$ cat src/rtl/rect_painter_if.sv
// rect_painter_if: rectangle command queue handshake plus VGA memory write port.
interface rect_painter_if #(
  parameter int X_BITS     = 8,
  parameter int Y_BITS     = 7,
  parameter int ADDR_BITS  = 15,
  parameter int COLOR_BITS = 3
);
  logic                  cmd_valid;
  logic                  cmd_ready;
  logic [X_BITS-1:0]     cmd_x0;
  logic [Y_BITS-1:0]     cmd_y0;
  logic [X_BITS-1:0]     cmd_x1;
  logic [Y_BITS-1:0]     cmd_y1;
  logic [COLOR_BITS-1:0] cmd_color;
  logic                  cmd_mode;
  logic                  busy;
  logic                  done;
  logic [ADDR_BITS-1:0]  address;
  logic [COLOR_BITS-1:0] color;
  logic                  print_enable;
  modport master (
    output cmd_valid, cmd_x0, cmd_y0, cmd_x1, cmd_y1, cmd_color, cmd_mode,
    input  cmd_ready, busy, done, address, color, print_enable
  );
  modport slave (
    input  cmd_valid, cmd_x0, cmd_y0, cmd_x1, cmd_y1, cmd_color, cmd_mode,
    output cmd_ready, busy, done, address, color, print_enable
  );
endinterface

$ cat src/rtl/rect_painter.sv
// rect_painter: queued rectangle fill/outline engine driving the VGA memory write port.
module rect_painter #(
  parameter int SCR_WIDTH  = 160,
  parameter int SCR_HEIGHT = 120,
  parameter int X_BITS     = 8,
  parameter int Y_BITS     = 7,
  parameter int ADDR_BITS  = 15,
  parameter int COLOR_BITS = 3,
  parameter int FIFO_DEPTH = 4,
  parameter int WR_HOLD    = 1
) (
  input logic           Clck,
  input logic           Reset,
  rect_painter_if.slave bus
);
  localparam int PW = $clog2(FIFO_DEPTH);
  localparam int CW = 2 * X_BITS + 2 * Y_BITS + COLOR_BITS + 1;
  localparam int HW = WR_HOLD > 1 ? $clog2(WR_HOLD) : 1;
  localparam logic [X_BITS-1:0] W_X = X_BITS'(SCR_WIDTH);
  localparam logic [Y_BITS-1:0] H_Y = Y_BITS'(SCR_HEIGHT);
  typedef enum logic [1:0] {IDLE, LOAD, WRITE, NEXT} state_t;
  state_t                state_q;
  logic [CW-1:0]         fifo_q [FIFO_DEPTH];
  logic [PW-1:0]         wr_q, rd_q;
  logic [PW:0]           cnt_q;
  logic [X_BITS-1:0]     x0_q, x1_q, x_q, x1c, x_d;
  logic [Y_BITS-1:0]     y0_q, y1_q, y_q, y1c, y_d;
  logic [COLOR_BITS-1:0] col_q, color_q;
  logic [ADDR_BITS-1:0]  addr_q;
  logic [HW-1:0]         hold_q;
  logic                  mode_q, pe_q, done_q;
  logic                  push, pop, degen, row_end, last, edge_row;
  function automatic logic [ADDR_BITS-1:0] addr_of(input logic [Y_BITS-1:0] y, input logic [X_BITS-1:0] x);
    return ADDR_BITS'(y) * ADDR_BITS'(SCR_WIDTH) + ADDR_BITS'(x);
  endfunction
  assign bus.cmd_ready    = cnt_q != (PW+1)'(FIFO_DEPTH);
  assign bus.busy         = state_q != IDLE || cnt_q != '0;
  assign bus.done         = done_q;
  assign bus.address      = addr_q;
  assign bus.color        = color_q;
  assign bus.print_enable = pe_q;
  always_comb begin
    push     = bus.cmd_valid && bus.cmd_ready;
    pop      = state_q == IDLE && cnt_q != '0;
    x1c      = x1_q > W_X ? W_X : x1_q;
    y1c      = y1_q > H_Y ? H_Y : y1_q;
    degen    = x1c <= x0_q || y1c <= y0_q;
    row_end  = x_q == x1_q - 1'b1;
    last     = row_end && y_q == y1_q - 1'b1;
    edge_row = y_q == y0_q || y_q == y1_q - 1'b1;
    // outline interior rows jump straight from the left edge to the right edge
    x_d      = row_end ? x0_q : (mode_q && !edge_row && x_q == x0_q) ? x1_q - 1'b1 : x_q + 1'b1;
    y_d      = row_end ? y_q + 1'b1 : y_q;
  end
  always_ff @(posedge Clck) begin
    if (push) fifo_q[wr_q] <= {bus.cmd_x0, bus.cmd_y0, bus.cmd_x1, bus.cmd_y1, bus.cmd_color, bus.cmd_mode};
    if (!Reset) begin
      state_q <= IDLE;
      wr_q    <= '0;
      rd_q    <= '0;
      cnt_q   <= '0;
      addr_q  <= '0;
      color_q <= '0;
      pe_q    <= 1'b0;
      done_q  <= 1'b0;
    end else begin
      done_q <= 1'b0;
      if (push) wr_q <= wr_q + 1'b1;
      if (pop) rd_q <= rd_q + 1'b1;
      cnt_q <= cnt_q + (PW+1)'(push) - (PW+1)'(pop);
      case (state_q)
        IDLE: if (pop) begin
          {x0_q, y0_q, x1_q, y1_q, col_q, mode_q} <= fifo_q[rd_q];
          state_q <= LOAD;
        end
        LOAD: if (degen) begin
          done_q  <= 1'b1;
          state_q <= IDLE;
        end else begin
          x1_q    <= x1c;
          y1_q    <= y1c;
          x_q     <= x0_q;
          y_q     <= y0_q;
          addr_q  <= addr_of(y0_q, x0_q);
          color_q <= col_q;
          pe_q    <= 1'b1;
          hold_q  <= '0;
          state_q <= WRITE;
        end
        WRITE: if (hold_q == HW'(WR_HOLD - 1)) begin
          pe_q    <= 1'b0;
          state_q <= NEXT;
        end else hold_q <= hold_q + 1'b1;
        NEXT: if (last) begin
          done_q  <= 1'b1;
          state_q <= IDLE;
        end else begin
          x_q     <= x_d;
          y_q     <= y_d;
          addr_q  <= addr_of(y_d, x_d);
          pe_q    <= 1'b1;
          hold_q  <= '0;
          state_q <= WRITE;
        end
        default: state_q <= IDLE;
      endcase
    end
  end
endmodule
$ cat src/flat_wrapper.sv
// flat-port wrapper written by rule: the top's interface ports become plain ports
module rect_painter_flat 
#(
  parameter int SCR_WIDTH  = 160,
  parameter int SCR_HEIGHT = 120,
  parameter int X_BITS     = 8,
  parameter int Y_BITS     = 7,
  parameter int ADDR_BITS  = 15,
  parameter int COLOR_BITS = 3,
  parameter int FIFO_DEPTH = 4,
  parameter int WR_HOLD    = 1
)
  (Clck, Reset, bus_cmd_valid, bus_cmd_x0, bus_cmd_y0, bus_cmd_x1, bus_cmd_y1, bus_cmd_color, bus_cmd_mode, bus_cmd_ready, bus_busy, bus_done, bus_address, bus_color, bus_print_enable);
  rect_painter_if #(.X_BITS(X_BITS), .Y_BITS(Y_BITS), .ADDR_BITS(ADDR_BITS), .COLOR_BITS(COLOR_BITS)) bus_i ();
  input logic Clck;
  input logic Reset;
  input wire logic [$bits(bus_i.cmd_valid)-1:0] bus_cmd_valid;
  input wire logic [$bits(bus_i.cmd_x0)-1:0] bus_cmd_x0;
  input wire logic [$bits(bus_i.cmd_y0)-1:0] bus_cmd_y0;
  input wire logic [$bits(bus_i.cmd_x1)-1:0] bus_cmd_x1;
  input wire logic [$bits(bus_i.cmd_y1)-1:0] bus_cmd_y1;
  input wire logic [$bits(bus_i.cmd_color)-1:0] bus_cmd_color;
  input wire logic [$bits(bus_i.cmd_mode)-1:0] bus_cmd_mode;
  output wire logic [$bits(bus_i.cmd_ready)-1:0] bus_cmd_ready;
  output wire logic [$bits(bus_i.busy)-1:0] bus_busy;
  output wire logic [$bits(bus_i.done)-1:0] bus_done;
  output wire logic [$bits(bus_i.address)-1:0] bus_address;
  output wire logic [$bits(bus_i.color)-1:0] bus_color;
  output wire logic [$bits(bus_i.print_enable)-1:0] bus_print_enable;
  assign bus_i.cmd_valid = bus_cmd_valid;
  assign bus_i.cmd_x0 = bus_cmd_x0;
  assign bus_i.cmd_y0 = bus_cmd_y0;
  assign bus_i.cmd_x1 = bus_cmd_x1;
  assign bus_i.cmd_y1 = bus_cmd_y1;
  assign bus_i.cmd_color = bus_cmd_color;
  assign bus_i.cmd_mode = bus_cmd_mode;
  assign bus_cmd_ready = bus_i.cmd_ready;
  assign bus_busy = bus_i.busy;
  assign bus_done = bus_i.done;
  assign bus_address = bus_i.address;
  assign bus_color = bus_i.color;
  assign bus_print_enable = bus_i.print_enable;
  rect_painter #(.SCR_WIDTH(SCR_WIDTH), .SCR_HEIGHT(SCR_HEIGHT), .X_BITS(X_BITS), .Y_BITS(Y_BITS), .ADDR_BITS(ADDR_BITS), .COLOR_BITS(COLOR_BITS), .FIFO_DEPTH(FIFO_DEPTH), .WR_HOLD(WR_HOLD)) u_core (.Clck(Clck), .Reset(Reset), .bus(bus_i));
endmodule
$ cat config.mk
export PLATFORM = sky130hd
export DESIGN_NAME = rect_painter_flat
export DESIGN_NICKNAME = d
export VERILOG_FILES = /design/src/rtl/rect_painter_if.sv /design/src/rtl/rect_painter.sv /design/src/flat_wrapper.sv
export SDC_FILE = /design/constraint.sdc
export NUM_CORES = 1
export LEC_CHECK = 0
export CAP_MARGIN = 40
export CORE_ASPECT_RATIO = 2
export CORE_MARGIN = 1
export CORE_UTILIZATION = 54
export CTS_BUF_LIST = sky130_fd_sc_hd__clkbuf_16
export DETAILED_ROUTE_END_ITERATION = 10
export GPL_TIMING_DRIVEN = 0
export MAX_ROUTING_LAYER = met4
export PLACE_DENSITY = 0.81
export SKIP_LAST_GASP = 1
export SYNTH_ARGS = -nofsm -noshare
export SYNTH_HDL_FRONTEND = slang
export SYNTH_SLANG_ARGS = --single-unit
$ cat constraint.sdc
create_clock -name Clck -period 4.35 [get_ports Clck]
set_input_delay 0.6525 -clock Clck [delete_from_list [all_inputs] [get_ports Clck]]
set_output_delay 0.6525 -clock Clck [all_outputs]
set_load 0.01 [all_outputs]
==> impl_metrics.tcl <==
set metrics [dict create \
    tightest_slew_ns 0.9149 \
    worstSkewPairLatency_ns 0.49 \
    reg2reg_from "u_core.x1_q[0]" \
    syn_avg_cell_area_um2 14.04 \
    synth_edf_count 185 \
    synthesis.nets 855 \
    die_area_um2 20470 \
    path_class "register to register" \
    busiest_layer "met2" \
    final_cell_area_um2 12720 \
    hold_start "u_core.bus.address[1]" \
    dp.cells 1090 \
    grt_pass1_wl_um 35910 \
    finalSetupViolations 1 \
    synthArstFlopShare_pct 0 \
    clkTransAtPathRegs_ns 0.07 \
    avgRoutedWirePerCell_um 19.47 \
    met3_usage_pct 2.536 \
    ctsHoldBuffers 0 \
    timing.fmax_mhz 229.4 \
    violations "setup timing" \
    worstPathArrival_ns 4.76 \
    cp-start-kind "register" \
    num_rows 72 \
    core_um2 19370 \
    hold_viol_final 0 \
    cp.required_ns 4.75 \
    gr-usage-met2_pct 43.27 \
    max_slew_margin_pct 38.54 \
    synth-seq-area-share_pct 57.58 \
    leakagePower_nw 4.568 \
    drt_iter0_drc 254 \
    vias 6532 \
    synth_cells 764 \
    ios 59 \
    drc 0 \
    port_buffers 57 \
    ff2ff_path_depth 20 \
    yosysMostFrequentCell "edfxtp_1" \
    finalCritPeriodShare_pct 100.2 \
    crit_path_end_kind "register" \
    fp.dieW_um 101.7 \
    cts-buffers-inserted 19 \
    syn-cell-area_um2 10730 \
    cp_top_family "simple AND/OR/NAND/NOR gates" \
    crit_buf_inv 2 \
    crit_slowest_cell "edfxtp_1" \
    rrSetupSlack_ns -0.009 \
    cts_sinks 216 \
    cts_tree "yes" \
    synth-seq-cells 216 \
    clock-root-buffer "clkbuf_16" \
    final.setup.worst_slack_ns -0.009409 \
    dpl.hpwl_um 16500 \
    firstDrtPassIters 5 \
    skew_ns 0.008144 \
    drtAntennaViolNets 0 \
    power_w 0.007432 \
    hold_path_class "register to register" \
    clock_path_buffers 3 \
    fin_crit_ns 4.359 \
    place_ws_ns -0.8498 \
    areaGrowthSynthToFinish_pct 18.57 \
    use_met1_pct 24.92 \
    layout-drive-gt1-share_pct 20.79 \
    worstReg2RegEnd "u_core.bus.address[13]" \
    worstPathCellList "inv_2, ha_4, or3b_4, nor3_4, and3_4, o2111a_4, nand4_1, xnor2_2, ha_1, ha_2, inv_2, fa_2, nor2b_1, o21ai_2, a21oi_2, nand4b_1, xor2_1, nand3_1, nor3b_2, o32ai_2" \
    start_util_pct 55.38 \
    routed_wl_um 22370 \
    placed_cell_area_um2 11760 \
    peakVddDrop_mv 0.4016 \
    grt_use_total_pct 24.03 \
    status "finished with violations" \
    ys_types 73 \
    synthFlopType "edfxtp_1" \
    yosysTopAreaCellShare_pct 51.79 \
    via_per_inst 5.685 \
    cts_htree_levels 1 \
    antenna_found_initial 0 \
    grt.overflow.total 0 \
    fin_nets 969 \
    utilization_pct 65.67 \
    grt_pass1_vias 6848 \
    synthTopCellsByCount "edfxtp_1 (185), ha_1 (49), xnor2_1 (44), nand2_1 (43), inv_1 (41)" \
    power_per_cell_area_nw_per_um2 584.4 \
    grt_max_degree 31 \
    hold_end "u_core.bus.address[1]" \
    cp_common_cell "inv_2" \
    max_stage_delay_ns 0.48 \
    maxCapViolCount 0 \
    finalWeightedCongestion 0.8796 \
    antennaDiodeCount 0 \
    critPathMaxFanout 4 \
    ys_warn_count 0 \
    yosys.area.top_type "edfxtp_1" \
    rsz0062_at_grt "yes" \
    die_h_um 201.3 \
    synth_area_leaders "edfxtp_1 (52%), mux4_2 (7.1%), dfxtp_1 (5.8%), ha_1 (5.7%), xnor2_1 (3.6%)" \
    fin_cells 1149 \
    hold_path_depth 2 \
    drv_slew 0 \
]
what timing repair did:
item | CTS | global route
gates cloned | 0 | 0
endpoints found under the setup margin | 39 | 28
pin swaps | 17 | 9
gates resized for setup | 35 | 4
setup buffers | 18 | 8
worst register-to-register path, delay by kind of cell (launching register included):
| kind | cells | cell delay (ns) |
|---|---|---|
| flip-flops | 1 | 0.48 |
| buffers and inverters | 2 | 0.15 |
| AND/OR/NAND/NOR | 8 | 1.51 |
| AO/OA/AOI/OAI | 4 | 0.73 |
| adder cells (fa/ha/maj) | 4 | 0.99 |
| XOR/XNOR | 2 | 0.41 |
final cells by class:
class	instances	area (µm²)
Tap cell	259	324.1
Sequential cell	216	6176
Buffer	38	185.2
Clock inverter	14	96.34
Fill cell	1345	6650
Inverter	44	165.2
Timing Repair Buffer	93	895.9
Multi-Input combinational cell	466	4400
Clock buffer	19	475.5
where the power goes:
group | internal [W] | switching, W | leakage, nW | total (W)
clock network | 0.000858 | 0.000712 | 0.294 | 0.00157
registers | 0.00271 | 0.000233 | 1.95 | 0.00294
logic | 0.00137 | 0.00155 | 2.32 | 0.00292
total | 0.00494 | 0.00250 | 4.57 | 0.00743
cell usage in the layout (no fill, tap or decap), types with 11 or more instances in the layout:
master,count
inv_1,43
clkbuf_16,19
xnor2_1,40
nand2_1,42
clkbuf_1,23
a21oi_1,16
dfxtp_1,31
ha_1,46
and2_1,11
mux2i_1,13
xor2_1,26
nor2_1,32
clkdlybuf4s50_1,57
mux4_2,34
o21ai_0,22
mux2_2,15
buf_4,30
edfxtp_1,185
nand3_1,14
metal layers:
| layer | wire length [µm] | share of wire, % |
|---|---|---|
| met5 | 0 | 0 |
| met4 | 1382 | 6.2 |
| met1 | 7873 | 35 |
| met2 | 12470 | 56 |
| met3 | 647 | 2.9 |
worst max-delay path by stage:
stage	to	from	slack (ns)	depth (start not counted)
after global routing	u_core.bus.address[13]	u_core.x1_q[0]	-0.22	19
final	u_core.bus.address[13]	u_core.x1_q[0]	-0.009	20
after floorplan	u_core.bus.address[13]	u_core.x1_q[0]	0.09	19
after CTS	u_core.bus.address[13]	u_core.x1_q[0]	-0.02	19
after global placement	u_core.x1_q[2]	u_core.x1_q[0]	-1.14	14
after detailed placement	u_core.x1_q[2]	u_core.x1_q[0]	-0.85	15
registers in the layout, indices dropped and copies added (netlist names), 7 cells and up, named ones only:
register	cells
u_core.x1_q	8
u_core.x_q	8
u_core.y_q	7
u_core.x0_q	8
u_core.y0_q	7
u_core.fifo_q	136
u_core.bus.address	15
u_core.y1_q	7
kinds of logic (layout without fill, tap and decap cells):
kind of cell	count (synthesis)	count (layout)	synth area share, %
mux	64	64	10.17
xor+xnor	74	74	6.486
buf+inv	82	208	3.231
compound gates	97	97	6.532
flops	216	216	57.58
fa+ha+maj	54	54	6.649
simple gates	177	177	9.355
metrics by stage:
stage / hold slack (ns) / setup TNS (ns)
after detailed placement: 0.4796 / -18.62
after floorplan: 0.4563 / 0
after CTS: 0.4912 / -0.01688
final: 0.4854 / -0.009409
after global routing: 0.5069 / -0.5234
after global placement: 0.4643 / -37.20
No activity file was read; power rests on OpenSTA's default activity.
